[src/rtl/present_slot_scheduler.sv]
`default_nettype none
// ============================================================================
//  Module      : present_slot_scheduler
//  Description : Owns the present (gift) slots. Allocates a free slot on a
//                bubble-pop spawn request, ages each present in frames,
//                blinks it before expiry and frees it on collect or expiry.
//  Revision    : 1.0  initial release
// ============================================================================
module present_slot_scheduler #(
    parameter int NUM_SLOTS    = 3,
    parameter int LIFE_FRAMES  = 300,
    parameter int BLINK_FRAMES = 90,
    parameter int BLINK_PERIOD = 8,
    parameter int KIND_W       = 2,
    parameter int CNT_W        = 10
) (
    input  logic                          clk,
    input  logic                          reset,
    input  logic                          startOfFrame,
    input  logic                          gameActive,
    input  logic                          spawnReq,
    input  logic [10:0]                   spawnX,
    input  logic [10:0]                   spawnY,
    input  logic [KIND_W-1:0]             spawnKind,
    input  logic [NUM_SLOTS-1:0]          collect,
    output logic [NUM_SLOTS-1:0]          slotActive,
    output logic [NUM_SLOTS-1:0]          slotVisible,
    output logic [NUM_SLOTS*11-1:0]       slotX,
    output logic [NUM_SLOTS*11-1:0]       slotY,
    output logic [NUM_SLOTS*KIND_W-1:0]   slotKind,
    output logic                          collectPulse,
    output logic [KIND_W-1:0]             collectedKind,
    output logic [1:0]                    collectedSlot,
    output logic [7:0]                    dropCount
);

    localparam int               c_BC_W       = $clog2(BLINK_PERIOD + 1);
    localparam logic [c_BC_W-1:0] c_BLINK_LAST = c_BC_W'(BLINK_PERIOD - 1);
    localparam logic [CNT_W-1:0]  c_LIFE       = CNT_W'(LIFE_FRAMES);
    localparam logic [CNT_W-1:0]  c_BLINK_AT   = CNT_W'(BLINK_FRAMES);
    localparam logic [CNT_W-1:0]  c_ONE        = CNT_W'(1);

    typedef enum logic [1:0] {
        S_FREE   = 2'd0,
        S_ACTIVE = 2'd1,
        S_BLINK  = 2'd2
    } slot_state_t;

    logic [NUM_SLOTS-1:0] w_busy;
    logic                 w_spawn_hit;
    logic [1:0]           w_spawn_idx;
    logic                 w_coll_hit;
    logic [1:0]           w_coll_idx;
    logic                 w_do_spawn;
    logic                 w_do_collect;

    // Lowest-index free slot for spawning and lowest-index collectable slot.
    // Both look at slot state from the start of the cycle, so a slot freed by
    // a collect this cycle cannot also be picked for a spawn this cycle.
    always_comb begin
        w_spawn_hit = 1'b0;
        w_spawn_idx = 2'd0;
        w_coll_hit  = 1'b0;
        w_coll_idx  = 2'd0;
        for (int i = NUM_SLOTS - 1; i >= 0; i--) begin
            if (!w_busy[i]) begin
                w_spawn_hit = 1'b1;
                w_spawn_idx = 2'(i);
            end
            if (collect[i] && w_busy[i]) begin
                w_coll_hit = 1'b1;
                w_coll_idx = 2'(i);
            end
        end
    end

    assign w_do_spawn   = gameActive && spawnReq && w_spawn_hit;
    assign w_do_collect = gameActive && w_coll_hit;

    for (genvar gi = 0; gi < NUM_SLOTS; gi++) begin : g_slot
        slot_state_t         r_state;
        slot_state_t         w_state_nxt;
        logic [CNT_W-1:0]    r_life;
        logic [CNT_W-1:0]    w_life_nxt;
        logic [c_BC_W-1:0]   r_blink;
        logic [c_BC_W-1:0]   w_blink_nxt;
        logic                r_vis;
        logic                w_vis_nxt;
        logic [10:0]         r_x;
        logic [10:0]         r_y;
        logic [KIND_W-1:0]   r_kind;
        logic                w_take_spawn;
        logic                w_take_coll;

        assign w_take_spawn = w_do_spawn   && (w_spawn_idx == 2'(gi));
        assign w_take_coll  = w_do_collect && (w_coll_idx  == 2'(gi));

        // Slot lifecycle: spawn, frame aging, blink toggling, collect/expiry.
        always_comb begin
            w_state_nxt = r_state;
            w_life_nxt  = r_life;
            w_blink_nxt = r_blink;
            w_vis_nxt   = r_vis;
            if (!gameActive) begin
                w_state_nxt = S_FREE;
                w_life_nxt  = '0;
                w_blink_nxt = '0;
                w_vis_nxt   = 1'b0;
            end else begin
                case (r_state)
                    S_FREE: begin
                        if (w_take_spawn) begin
                            w_state_nxt = S_ACTIVE;
                            w_life_nxt  = c_LIFE;
                            w_blink_nxt = '0;
                            w_vis_nxt   = 1'b1;
                        end
                    end
                    S_ACTIVE, S_BLINK: begin
                        if (w_take_coll) begin
                            // Collect wins over an expiry in the same cycle.
                            w_state_nxt = S_FREE;
                            w_vis_nxt   = 1'b0;
                        end else if (startOfFrame) begin
                            w_life_nxt = r_life - c_ONE;
                            if (r_life == c_ONE) begin
                                w_state_nxt = S_FREE;
                                w_vis_nxt   = 1'b0;
                            end else if (r_state == S_ACTIVE) begin
                                if ((r_life - c_ONE) == c_BLINK_AT) begin
                                    w_state_nxt = S_BLINK;
                                    w_blink_nxt = '0;
                                    w_vis_nxt   = 1'b1;
                                end
                            end else if (r_blink == c_BLINK_LAST) begin
                                w_blink_nxt = '0;
                                w_vis_nxt   = ~r_vis;
                            end else begin
                                w_blink_nxt = r_blink + c_BC_W'(1);
                            end
                        end
                    end
                    default: begin
                        w_state_nxt = S_FREE;
                        w_vis_nxt   = 1'b0;
                    end
                endcase
            end
        end

        // Slot state and held present attributes.
        always_ff @(posedge clk) begin
            if (reset) begin
                r_state <= S_FREE;
                r_life  <= '0;
                r_blink <= '0;
                r_vis   <= 1'b0;
                r_x     <= '0;
                r_y     <= '0;
                r_kind  <= '0;
            end else begin
                r_state <= w_state_nxt;
                r_life  <= w_life_nxt;
                r_blink <= w_blink_nxt;
                r_vis   <= w_vis_nxt;
                if (!gameActive) begin
                    r_x    <= '0;
                    r_y    <= '0;
                    r_kind <= '0;
                end else if (w_take_spawn) begin
                    r_x    <= spawnX;
                    r_y    <= spawnY;
                    r_kind <= spawnKind;
                end
            end
        end

        assign w_busy[gi]                     = (r_state != S_FREE);
        assign slotActive[gi]                 = (r_state != S_FREE);
        assign slotVisible[gi]                = (r_state != S_FREE) && r_vis;
        assign slotX[11*gi +: 11]             = r_x;
        assign slotY[11*gi +: 11]             = r_y;
        assign slotKind[KIND_W*gi +: KIND_W]  = r_kind;
    end

    // Collect report and saturating count of refused spawns.
    always_ff @(posedge clk) begin
        if (reset) begin
            collectPulse  <= 1'b0;
            collectedKind <= '0;
            collectedSlot <= 2'd0;
            dropCount     <= 8'd0;
        end else begin
            collectPulse  <= w_do_collect;
            collectedSlot <= w_do_collect ? w_coll_idx : 2'd0;
            collectedKind <= w_do_collect ? slotKind[int'(w_coll_idx)*KIND_W +: KIND_W] : '0;
            if (gameActive && spawnReq && !w_spawn_hit && (dropCount != 8'hFF)) begin
                dropCount <= dropCount + 8'd1;
            end
        end
    end

endmodule
`default_nettype wire
[config.mk]
export PLATFORM = sky130hd
export DESIGN_NAME = present_slot_scheduler
export DESIGN_NICKNAME = d
export VERILOG_FILES = /design/src/rtl/present_slot_scheduler.sv
export SDC_FILE = /design/constraint.sdc
export NUM_CORES = 1
export LEC_CHECK = 0
export CAP_MARGIN = 15
export CORE_ASPECT_RATIO = 1.4
export CORE_UTILIZATION = 40
export DETAILED_ROUTE_END_ITERATION = 12
export GPL_TIMING_DRIVEN = 0
export SYNTH_ARGS = -nofsm -noshare
export SYNTH_HDL_FRONTEND = slang
export SYNTH_SLANG_ARGS = --single-unit
[constraint.sdc]
create_clock -name clk -period 4.94 [get_ports clk]
set_input_delay 0.741 -clock clk [delete_from_list [all_inputs] [get_ports clk]]
set_output_delay 0.741 -clock clk [all_outputs]
set_load 0.03 [all_outputs]
-- Word-level counts from Yosys, hierarchy flattened
Index checks and enable logic that the tools add are counted.
- register bits: 136
- bits of input ports: 32
- output and inout bits: 91
- logic and storage cells: 227
- add/sub/neg operators: 7
- eq/ne operators: 50
- shifts and indexed selects: 1
- multiplexer cells: 93
- bitwise logic cells: 5
- reduce and logical (&&, ||, !) cells: 46
- operators with widths (kind ; number):
    10-bit two-way mux ; 9
    4-bit two-way mux ; 21
    10-bit case mux with 2 select lines ; 3
    2-bit two-way mux ; 24
    4-bit AND reduction ; 9
    10-bit by 1-bit == test with 1-bit output (second input constant) ; 3
    10-bit by 7-bit == test with 1-bit output (second input constant) ; 3
    5-bit != test (second input constant) ; 6
    10-bit by 1-bit subtractor with 10-bit output (second input constant) ; 3
    1-bit two-way mux ; 27
    2-bit != test (second input constant) ; 12
    4-bit != test (second input constant) ; 6
    4-bit case mux with 2 select lines ; 3
    3-bit != test (second input constant) ; 6
    6-bit AND reduction ; 3
    1-bit logical AND ; 17
    4-bit by 1-bit adder with 4-bit output (second input constant) ; 3
    4-bit by 3-bit == test with 1-bit output (second input constant) ; 3
    2-bit case mux with 2 select lines ; 3
    2-bit nonzero test ; 6
    2-bit by 1-bit == test with 1-bit output (second input constant) ; 5
    2-bit == test (second input constant) ; 5
    2-bit logical NOT ; 5
    2-bit OR reduction ; 5
    6 further kinds ; 12

-- Logic depth before layout (Yosys ltp)
Gate-level depths: netlist (run 1).
- depth in word-level cells: 9
- gate-level depth with buffers: 10
- mapped depth without buffers: 8

-- Least setup slack after synthesis (run 1)
Ideal clock, no wire load.
- path type: input-to-reg
- from: in gameActive
- to: reg g_slot[1].r_blink[0]
- library setup time: 74 ps
- arrival time: 2417 ps
- data required time: 4866 ps
- setup slack: 2449 ps
- cell stages on the path: 7
- buffers on the path: 1
- cell sequence: buf_2 nand4b_1 a21boi_0 nor4b_1 nand3_1 mux2_2 a31oi_1
- longest elaborated chain between the ends: 5
- elaborated cells on any way between the ends: 10
- classes of those cells: eq/ne (2); bitwise (1); reduce/logical (7)
- ends and longest elaborated chain (what ; RTL line ; RTL):
    from (decl) ; 20 ; input logic gameActive,
    1-bit logical AND (2 in a row) ; 77 ; assign w_do_spawn = gameActive && spawnReq && w_spawn_hit;
    1-bit logical AND ; 95 ; assign w_take_spawn = w_do_spawn && (w_spawn_idx == 2'(gi));
    2-bit != test (no line) ; -- ;
    6-bit AND reduction (no line) ; -- ;
    to (signal assigned) ; 164 ; r_blink <= w_blink_nxt;
    to (decl) ; 85 ; logic [c_BC_W-1:0] r_blink;
Parallel ways exist; a longest one is shown, timed or not.
A chain may end at the register's enable or synchronous reset.

-- Final worst setup path (run 1)
- from: reg g_slot[0].r_state[0]
- to: reg g_slot[1].r_blink[0]
- longest elaborated chain between the ends: 7
- elaborated cells on any way between the ends: 15
- classes of those cells: eq/ne (4); mux (4); reduce/logical (7)
- ends and longest elaborated chain (what ; RTL line ; RTL):
    from (decl) ; 81 ; slot_state_t r_state;
    from (signal assigned) ; 162 ; r_state <= w_state_nxt;
    2-bit nonzero test (*) ; 178 ; assign w_busy[gi] = (r_state != S_FREE);
    1-bit logical AND ; 70 ; if (collect[i] && w_busy[i]) begin
    2-bit two-way mux or 1-bit two-way mux (tied branches) ; 70 ;
    2-bit by 1-bit == test with 1-bit output or 1-bit logical AND (tied branches) ; 96, 78 ;
    1-bit logical AND ; 96 ; assign w_take_coll = w_do_collect && (w_coll_idx == 2'(gi));
    2-bit != test (no line) ; -- ;
    6-bit AND reduction (no line) (*) ; -- ;
Every way passes the cells marked *; elsewhere a longest branch is shown, timed or not.

==> results of run 1 <==
-- cells in the final DEF (no fill, tap or decap), types with 3 or more instances in the layout --
| cell | n |
|---|---|
| a31o_2 | 4 |
| a41oi_1 | 3 |
| nor2_1 | 64 |
| inv_6 | 3 |
| bufinv_16 | 3 |
| nor4_1 | 4 |
| mux2i_1 | 10 |
| clkbuf_16 | 17 |
| xor2_1 | 8 |
| nand2b_1 | 10 |
| o31ai_1 | 6 |
| a211o_1 | 3 |
| o21a_1 | 5 |
| a311oi_1 | 14 |
| nor2b_1 | 7 |
| nand2_1 | 176 |
| or3_1 | 9 |
| nand4_1 | 7 |
| a21o_1 | 3 |
| ha_1 | 25 |
| o21ai_0 | 18 |
| dfxtp_1 | 136 |
| inv_1 | 26 |
| a21oi_1 | 109 |
| xnor2_1 | 7 |
| a21boi_0 | 5 |
| clkinv_2 | 3 |
| a31oi_1 | 7 |
| clkbuf_1 | 44 |
| clkdlybuf4s50_1 | 120 |
| o22ai_1 | 3 |
| and2_1 | 6 |
| nor3_1 | 20 |
| or4_1 | 5 |
| nand3_1 | 20 |
| a211oi_1 | 5 |
| and3_1 | 4 |
-- layer usage --
metal,global-route usage (%),up-vias
met5,0,-
met4,9.016,0
met3,8.469,27
met2,41.39,155
met1,26.23,2872
li1,-,3113
-- final timing paths --
path / from / to / slack (ns) / cells after the start
max: g_slot[0].r_state[0] / g_slot[1].r_blink[0] / 1.74 / 9
min: g_slot[0].r_y[6] / g_slot[0].r_y[6] / 0.45 / 2
max reg2reg: g_slot[0].r_state[0] / g_slot[1].r_blink[0] / 1.74 / 9
min reg2reg: g_slot[0].r_y[6] / g_slot[0].r_y[6] / 0.45 / 2
-- cell families (layout without fill, tap and decap cells) --
family          Yosys count  in the layout  share of synthesized area, %
simple gates            353            353                         25.26
fa+ha+maj                25             25                         4.832
xor+xnor                 15             15                         2.029
flops                   136            136                         42.06
mux                      11             11                         1.720
buf+inv                  73            225                         4.387
compound gates          203            203                         19.71
-- stage by stage --
stage	power, W	hold slack, ns	instances
finish	0.002602	0.4509	1164
global route	0.002694	0.4737	1164
floorplan	0.001231	0.4401	816
detailed placement	0.001307	0.4465	1132
CTS	0.002625	0.4538	1164
global placement	0.001307	0.4403	1132
-- worst register-to-register path, cell delays in order, from the launching register on --
cell and delay [ns]:
dfxtp_1 0.39, inv_1 0.06, ha_1 0.20, clkbuf_1 0.21, nand4b_1 0.54, a21boi_0 0.43
nor4b_1 0.67, nand3_1 0.19, mux2_2 0.31, a31oi_1 0.13
-- state kept, by name, summed over array words and instances (netlist names) --
name,count
g_slot.r_life,30
g_slot.r_vis,3
g_slot.r_blink,12
collectedKind,2
g_slot.r_kind,6
g_slot.r_y,33
g_slot.r_state,6
collectedSlot,2
collectPulse,1
g_slot.r_x,33
dropCount,8
-- where the power goes --
group	switching, W	internal (W)	total [W]	leakage, nW
registers	0.00000883	0.00111	0.00112	1.10
logic	0.000104	0.0000636	0.000168	1.55
clock network	0.000505	0.000814	0.00132	0.300
-- layout make-up --
cell class | count | share of cell area (%)
Buffer | 46 | 2.141
Clock buffer | 19 | 5.192
Clock inverter | 13 | 1.965
Inverter | 27 | 1.188
Multi-Input combinational cell | 607 | 40.64
Sequential cell | 136 | 31.92
Tap cell | 196 | 2.875
Timing Repair Buffer | 120 | 14.08
==> flow_metrics.py, run 1 <==
metrics = {
    "detailed_routing": {
        "drc": 0,
        "routedWlPerCell_um": 16.32,
        "drt_iter0_drc": 270,
        "wl_um": 19000,
        "via_per_inst": 5.298,
        "wl_met1_um": 7684,
        "via_count": 6167,
        "top_layer_used": "met4",
        "wl_met3_um": 1420,
        "drtPass1Iterations": 5,
        "ant_nets": 0,
        "dr_wl_met2_um": 9486,
    },
    "setup_path": {
        "critPathSlowestCell": "nor4b_1",
        "cp.buffers_inverters": 2,
        "startpoint_type": "flop",
        "crit_chain": "inv_1 > ha_1 > clkbuf_1 > nand4b_1 > a21boi_0 > nor4b_1 > nand3_1 > mux2_2 > a31oi_1",
        "critPathMaxStageDelay_ns": 0.67,
        "critPathKind": "flop to flop",
        "cp-end-kind": "flop",
        "crit_family": "simple AND/OR/NAND/NOR gates",
        "crit_fanout": 10,
        "arrival_ns": 3.55,
        "critical_path_required_ns": 5.29,
    },
    "sta": {
        "drv_slew": 0,
        "tightest_slew_ns": 1.079,
        "fin_crit_sh_pct": 64.75,
        "timing.fmax_mhz": 312.6,
        "setup_slack_ns": 1.741,
        "period_minus_slack_ns": 3.199,
        "grt_setup_unrepaired": "false",
        "fin_skew_ns": 0.01227,
        "setup_viol": 0,
        "hold_viol_final": 0,
        "maxSlewHeadroom_pct": 27.54,
        "setup_tns_ns": 0,
    },
    "yosys": {
        "synth_edf_count": 0,
        "synth_largest_area_cell": "dfxtp_1",
        "yosysWarnings": 0,
        "synth-seq-cells": 136,
        "synth_nets": 873,
        "synth_cell_type_count": 65,
        "yosysSeqAreaShare_pct": 42.06,
        "syn_inst": 816,
        "synth-async-reset-ratio_pct": 0,
        "synth_top_area_share_pct": 42.06,
        "synth_common_cells": "nand2_1, dfxtp_1, a21oi_1",
        "ys.flop_type": "dfxtp_1",
        "synth.avg_cell_area_um2": 7.933,
        "syn-cell-area_mm2": 0.006474,
        "synth_most_common_cell": "nand2_1",
        "yosys-top-cells-area": "dfxtp_1, nand2_1, a21oi_1, ha_1, nor2_1",
    },
    "pwr": {
        "cellLeakagePower_nw": 2.949,
        "ir_drop_mv": 0.2200,
        "power_density_mw_per_mm2": 305.0,
    },
    "place": {
        "dpl-instance-area_mm2": 0.007920,
        "port_buffers": 120,
        "place_ws_ns": 1.393,
        "dp_hpwl_um": 13900,
        "routabilityCongestion": 0.8092,
    },
    "status": {
        "status": "completed",
    },
    "clock_network": {
        "cts_buffers": 17,
        "clock_latency_ns": 0.42,
        "cts_sinks": 136,
        "path_clk_slew_ns": 0.06,
        "cts_root_buf": "clkbuf_16",
        "cts_max_level": 4,
        "post_cts_buffers": 0,
        "cts_resized": 0,
        "cts_tree": "yes",
        "hold_buffers": 0,
        "clock_path_buffers": 2,
    },
    "final_layout": {
        "drive_gt1_share_pct": 5.372,
        "diodes": 0,
        "final_util_pct": 54.42,
        "final_cell_area_mm2": 0.008531,
        "syn_to_final_growth_pct": 31.77,
        "register_area_mm2": 0.002723,
        "n_fill_cell": 1549,
        "multi_input_area_mm2": 0.003467,
        "final_nets": 1012,
    },
    "global_route": {
        "grt_max_degree": 17,
        "antenna_found_initial": 0,
        "grt_pass1_wl_um": 30720,
        "grt_pass1_vias": 6069,
        "grt_overflow": 0,
        "grt_usage_pct": 23.89,
    },
    "floorplanning": {
        "design.die.area_mm2": 0.01670,
        "coreArea_mm2": 0.01568,
        "start_util_pct": 41.30,
        "io_pins": 123,
        "die_y_um": 152.5,
        "rows": 54,
        "fp.dieW_um": 109.5,
    },
    "hold_path": {
        "hp-class": "flop to flop",
    },
    "flow_run": {
        "drv_cap": 0,
    },
}
No activity file was read; power rests on OpenSTA's default activity.
==> run 2, diff against run 1 <==
==> constraint.sdc (replaced) <==
create_clock -name clk -period 3.1 [get_ports clk]
set_input_delay 0.465 -clock clk [delete_from_list [all_inputs] [get_ports clk]]
set_output_delay 0.465 -clock clk [all_outputs]
set_load 0.03 [all_outputs]
==> flow_metrics.py, run 2 (synthesized netlist as in run 1, its figures left out) <==
metrics = {
    "setup_path": {
        "cp-end-kind": "flop",
        "critical_path_required_ns": 3.39,
        "crit_fanout": 10,
        "arrival_ns": 3.05,
        "critPathKind": "flop to flop",
        "startpoint_type": "flop",
    },
    "place": {
        "routabilityCongestion": 0.8092,
        "dp_hpwl_um": 13900,
        "place_ws_ns": -0.1705,
        "port_buffers": 120,
    },
    "clock_network": {
        "hold_buffers": 0,
        "cts_sinks": 136,
        "cts_buffers": 17,
        "cts_root_buf": "clkbuf_16",
        "clock_path_buffers": 2,
        "cts_max_level": 4,
        "cts_tree": "yes",
        "clock_latency_ns": 0.42,
        "path_clk_slew_ns": 0.06,
    },
    "floorplanning": {
        "fp.dieW_um": 109.5,
        "coreArea_mm2": 0.01568,
        "start_util_pct": 41.30,
        "design.die.area_mm2": 0.01670,
        "io_pins": 123,
        "rows": 54,
        "die_y_um": 152.5,
    },
    "final_layout": {
        "final_nets": 1013,
        "mostFrequentLayoutCell": "nand2_1",
        "multi_input_area_mm2": 0.003478,
        "diodes": 0,
        "n_fill_cell": 1550,
        "layout_common_cells": "nand2_1, dfxtp_1, clkdlybuf4s50_1, a21oi_1, nor2_1",
        "register_area_mm2": 0.002723,
        "largestRegisters": "g_slot.r_x (33), g_slot.r_y (33), g_slot.r_life (30)",
        "syn_to_final_growth_pct": 32.06,
        "drive_gt1_share_pct": 5.676,
    },
    "detailed_routing": {
        "drtPass1Iterations": 5,
        "routedWlPerCell_um": 16.27,
        "ant_nets": 0,
        "wl_um": 18960,
        "drt_iter0_drc": 287,
        "via_per_inst": 5.290,
        "drc": 0,
        "via_count": 6163,
    },
    "sta": {
        "grt_setup_unrepaired": "false",
        "setup_viol": 0,
        "fin_skew_ns": 0.01224,
        "setup_tns_ns": 0,
        "fin_crit_sh_pct": 89.31,
        "maxSlewHeadroom_pct": 43.46,
        "timing.fmax_mhz": 361.2,
        "tightest_slew_ns": 0.8425,
        "drv_slew": 0,
        "setup_slack_ns": 0.3314,
        "hold_viol_final": 0,
        "period_minus_slack_ns": 2.769,
    },
    "global_route": {
        "grt_pass1_wl_um": 30720,
        "grt_pass1_vias": 6066,
        "grt_max_degree": 17,
        "grt_usage_pct": 23.89,
        "grt_overflow": 0,
        "antenna_found_initial": 0,
    },
    "pwr": {
        "ir_drop_mv": 0.3506,
        "cellLeakagePower_nw": 2.954,
        "power_density_mw_per_mm2": 484.8,
    },
    "flow_run": {
        "drv_cap": 0,
    },
    "hold_path": {
        "hp-class": "flop to flop",
    },
    "status": {
        "status": "completed",
    },
}
[run 2: layout make-up]
| class | instances | area share (%) |
|---|---|---|
| Buffer | 46 | 2.137 |
| Clock buffer | 19 | 5.181 |
| Clock inverter | 13 | 1.961 |
| Inverter | 27 | 1.185 |
| Multi-Input combinational cell | 607 | 40.68 |
| Sequential cell | 136 | 31.85 |
| Tap cell | 196 | 2.868 |
| Timing Repair Buffer | 121 | 14.14 |
[run 2: power by group]
group / internal [W] / switching [W]
sequential: 0.00176 / 0.0000140
clock: 0.00130 / 0.000803
combinational: 0.000102 / 0.000166
total: 0.00316 / 0.000983
[run 2: final timing paths]
kind / start / end / slack, ns / cells after the start
hold reg to reg: g_slot[0].r_y[6] / g_slot[0].r_y[6] / 0.45 / 2
setup reg to reg: g_slot[0].r_state[0] / g_slot[1].r_life[1] / 0.33 / 10
hold / removal: g_slot[0].r_y[6] / g_slot[0].r_y[6] / 0.45 / 2
setup / recovery: g_slot[0].r_state[0] / g_slot[1].r_life[1] / 0.33 / 10
[run 2: timing repair]
item,4_1_cts,5_1_grt
endpoints found under the setup margin,1,10
setup buffers,0,1
gates resized for setup,1,1
[run 2: through the flow]
stage | area [µm²] | hold slack, ns | utilization, % | power (W) | std cells
after floorplan | 6474 | 0.4401 | - | 0.001961 | 816
after global placement | 7920 | 0.4403 | 50.53 | 0.002084 | 1132
after detailed placement | 7920 | 0.4465 | 50.53 | 0.002083 | 1132
after CTS | 8537 | 0.4535 | 54.46 | 0.004183 | 1164
after global routing | 8549 | 0.4737 | 54.54 | 0.004294 | 1165
final | 8549 | 0.4508 | 54.54 | 0.004145 | 1165
[run 2: routing by layer]
| layer | up-vias | wire (µm) | global-route usage, % |
|---|---|---|---|
| met5 | - | 0 | 0 |
| met4 | 0 | 401 | 9.016 |
| met3 | 25 | 1430 | 8.469 |
| met2 | 159 | 9478 | 41.39 |
| met1 | 2865 | 7646 | 26.23 |
| li1 | 3114 | - | - |
[run 2: critical path: stages, from the launching register on]
cell and delay [ns]:
dfxtp_1 0.39, inv_1 0.06, ha_1 0.20, clkbuf_1 0.22
nor2b_1 0.35, o31ai_1 0.12, a22oi_1 0.53, clkbuf_1 0.45
nor2_1 0.08, a31oi_1 0.16, nor2_1 0.05
==> run 3, diff against run 2 <==
==> constraint.sdc (replaced) <==
create_clock -name clk -period 3.1 [get_ports clk]
set_input_delay 0.465 -clock clk [delete_from_list [all_inputs] [get_ports clk]]
set_output_delay 0.465 -clock clk [all_outputs]
set_load 0.1 [all_outputs]
==> flow_metrics.py, run 3 (synthesized netlist as in run 1, its figures left out) <==
metrics = {
    "status": {
        "status": "completed",
    },
    "pwr": {
        "cellLeakagePower_nw": 3.019,
        "power.total_w": 0.004190,
        "power_density_mw_per_mm2": 489.8,
        "ir_drop_mv": 0.3502,
    },
    "final_layout": {
        "final_cells": 1165,
        "diodes": 0,
        "final_nets": 1013,
        "syn_to_final_growth_pct": 32.14,
        "largestRegisters": "g_slot.r_x (33), g_slot.r_y (33), g_slot.r_life (30)",
        "drive_gt1_share_pct": 5.676,
        "final_cell_area_mm2": 0.008554,
        "layout_common_cells": "nand2_1, dfxtp_1, clkdlybuf4s50_1, a21oi_1, nor2_1",
        "mostFrequentLayoutCell": "nand2_1",
    },
    "setup_path": {
        "arrival_ns": 2.43,
        "crit_chain": "inv_1 > ha_1 > nor2b_1 > clkdlybuf4s50_1",
        "critPathKind": "flop to output port",
        "critical_path_required_ns": 2.63,
        "crit_family": "buffers and inverters",
        "cp.buffers_inverters": 2,
        "critPathSlowestCell": "clkdlybuf4s50_1",
        "startpoint_type": "flop",
        "crit_fanout": 7,
        "cp-end-kind": "output port",
        "cp.depth": 4,
        "r2r_cells": 10,
        "critPathMaxStageDelay_ns": 1.14,
    },
    "global_route": {
        "grt_pass1_wl_um": 30720,
        "grt_overflow": 0,
        "grt_usage_pct": 23.89,
        "antenna_found_initial": 0,
        "grt_max_degree": 17,
        "grt_pass1_vias": 6066,
    },
    "clock_network": {
        "cts_buffers": 17,
        "cts_sinks": 136,
        "hold_buffers": 0,
        "cts_max_level": 4,
        "cts_root_buf": "clkbuf_16",
        "clock_path_buffers": 2,
        "path_clk_slew_ns": 0.06,
        "clock_latency_ns": 0.42,
        "cts_tree": "yes",
    },
    "sta": {
        "whs_ns": 0.4508,
        "fin_crit_sh_pct": 93.53,
        "grt_setup_unrepaired": "false",
        "setup_viol": 0,
        "fin_skew_ns": 0.01227,
        "hold_viol_final": 0,
        "drv_slew": 0,
        "period_minus_slack_ns": 2.899,
        "tightest_slew_ns": 1.057,
        "setup_slack_ns": 0.2007,
        "timing.fmax_mhz": 344.9,
        "maxSlewHeadroom_pct": 29.32,
    },
    "flow_run": {
        "drv_cap": 0,
    },
    "floorplanning": {
        "die_y_um": 152.5,
        "start_util_pct": 41.30,
        "rows": 54,
        "design.die.area_mm2": 0.01670,
        "io_pins": 123,
        "fp.dieW_um": 109.5,
        "coreArea_mm2": 0.01568,
    },
    "detailed_routing": {
        "routedWlPerCell_um": 16.24,
        "drc": 0,
        "wl_um": 18920,
        "via_per_inst": 5.281,
        "drtPass1Iterations": 5,
        "drt_iter0_drc": 284,
        "via_count": 6152,
        "ant_nets": 0,
    },
    "place": {
        "dpl.cell_count": 1132,
        "dp_hpwl_um": 13900,
        "routabilityCongestion": 0.8092,
        "port_buffers": 120,
        "place_ws_ns": -0.1705,
        "dpl-instance-area_mm2": 0.007920,
    },
    "hold_path": {
        "min_path_cells": 2,
        "hp-class": "flop to flop",
    },
}
-- run 3: cell type report --
type	count	area, µm²
multi-input combinational	607	3478
fill	1551	7121
timing repair buffer	121	1214
buffer	46	182.7
clock inverter	13	167.7
sequential	136	2723
tap	196	245.2
clock buffer	19	442.9
inverter	27	101.3
-- run 3: per-layer routing --
layer / up-vias / global-route usage [%] / wire [µm]
li1: 3120 / - / -
met1: 2876 / 26.23 / 7628
met2: 133 / 41.39 / 9642
met3: 23 / 8.469 / 1281
met4: 0 / 9.016 / 370
met5: - / 0 / 0
-- run 3: worst register-to-register path, stage by stage, from the launching register on --
cell,delay (ns)
dfxtp_1,0.39
inv_1,0.06
ha_1,0.20
clkbuf_1,0.22
nor2b_1,0.36
o31ai_1,0.12
a22oi_1,0.53
clkbuf_1,0.45
nor2_1,0.09
a31oi_1,0.16
nor2_1,0.05
-- run 3: worst paths after layout --
path / from / end / slack, ns
worst max-delay path: g_slot[1].r_state[0] / slotVisible[1] / 0.20
worst min-delay path: g_slot[0].r_y[6] / g_slot[0].r_y[6] / 0.45
worst max register to register: g_slot[0].r_state[0] / g_slot[1].r_life[1] / 0.34
worst min register to register: g_slot[0].r_y[6] / g_slot[0].r_y[6] / 0.45
-- run 3: where the power goes --
group | internal (W) | leakage [nW] | total (W) | switching (W)
sequential | 0.00176 | 1.10 | 0.00178 | 0.0000140
combinational | 0.000101 | 1.62 | 0.000315 | 0.000214
clock | 0.00130 | 0.300 | 0.00210 | 0.000801
total | 0.00316 | 3.02 | 0.00419 | 0.00103
-- run 3: repair_timing --
item	4_1_cts	5_1_grt
endpoints found under the setup margin	3	12
setup buffers	0	1
gates resized for setup	3	4
-- run 3: stage by stage --
stage          TNS (ns)  util, %
2_1_floorplan         0        -
3_3_place_gp    -0.3715    50.53
3_5_place_dp    -0.2553    50.53
4_1_cts               0    54.45
5_1_grt               0    54.57
6_report              0    54.57
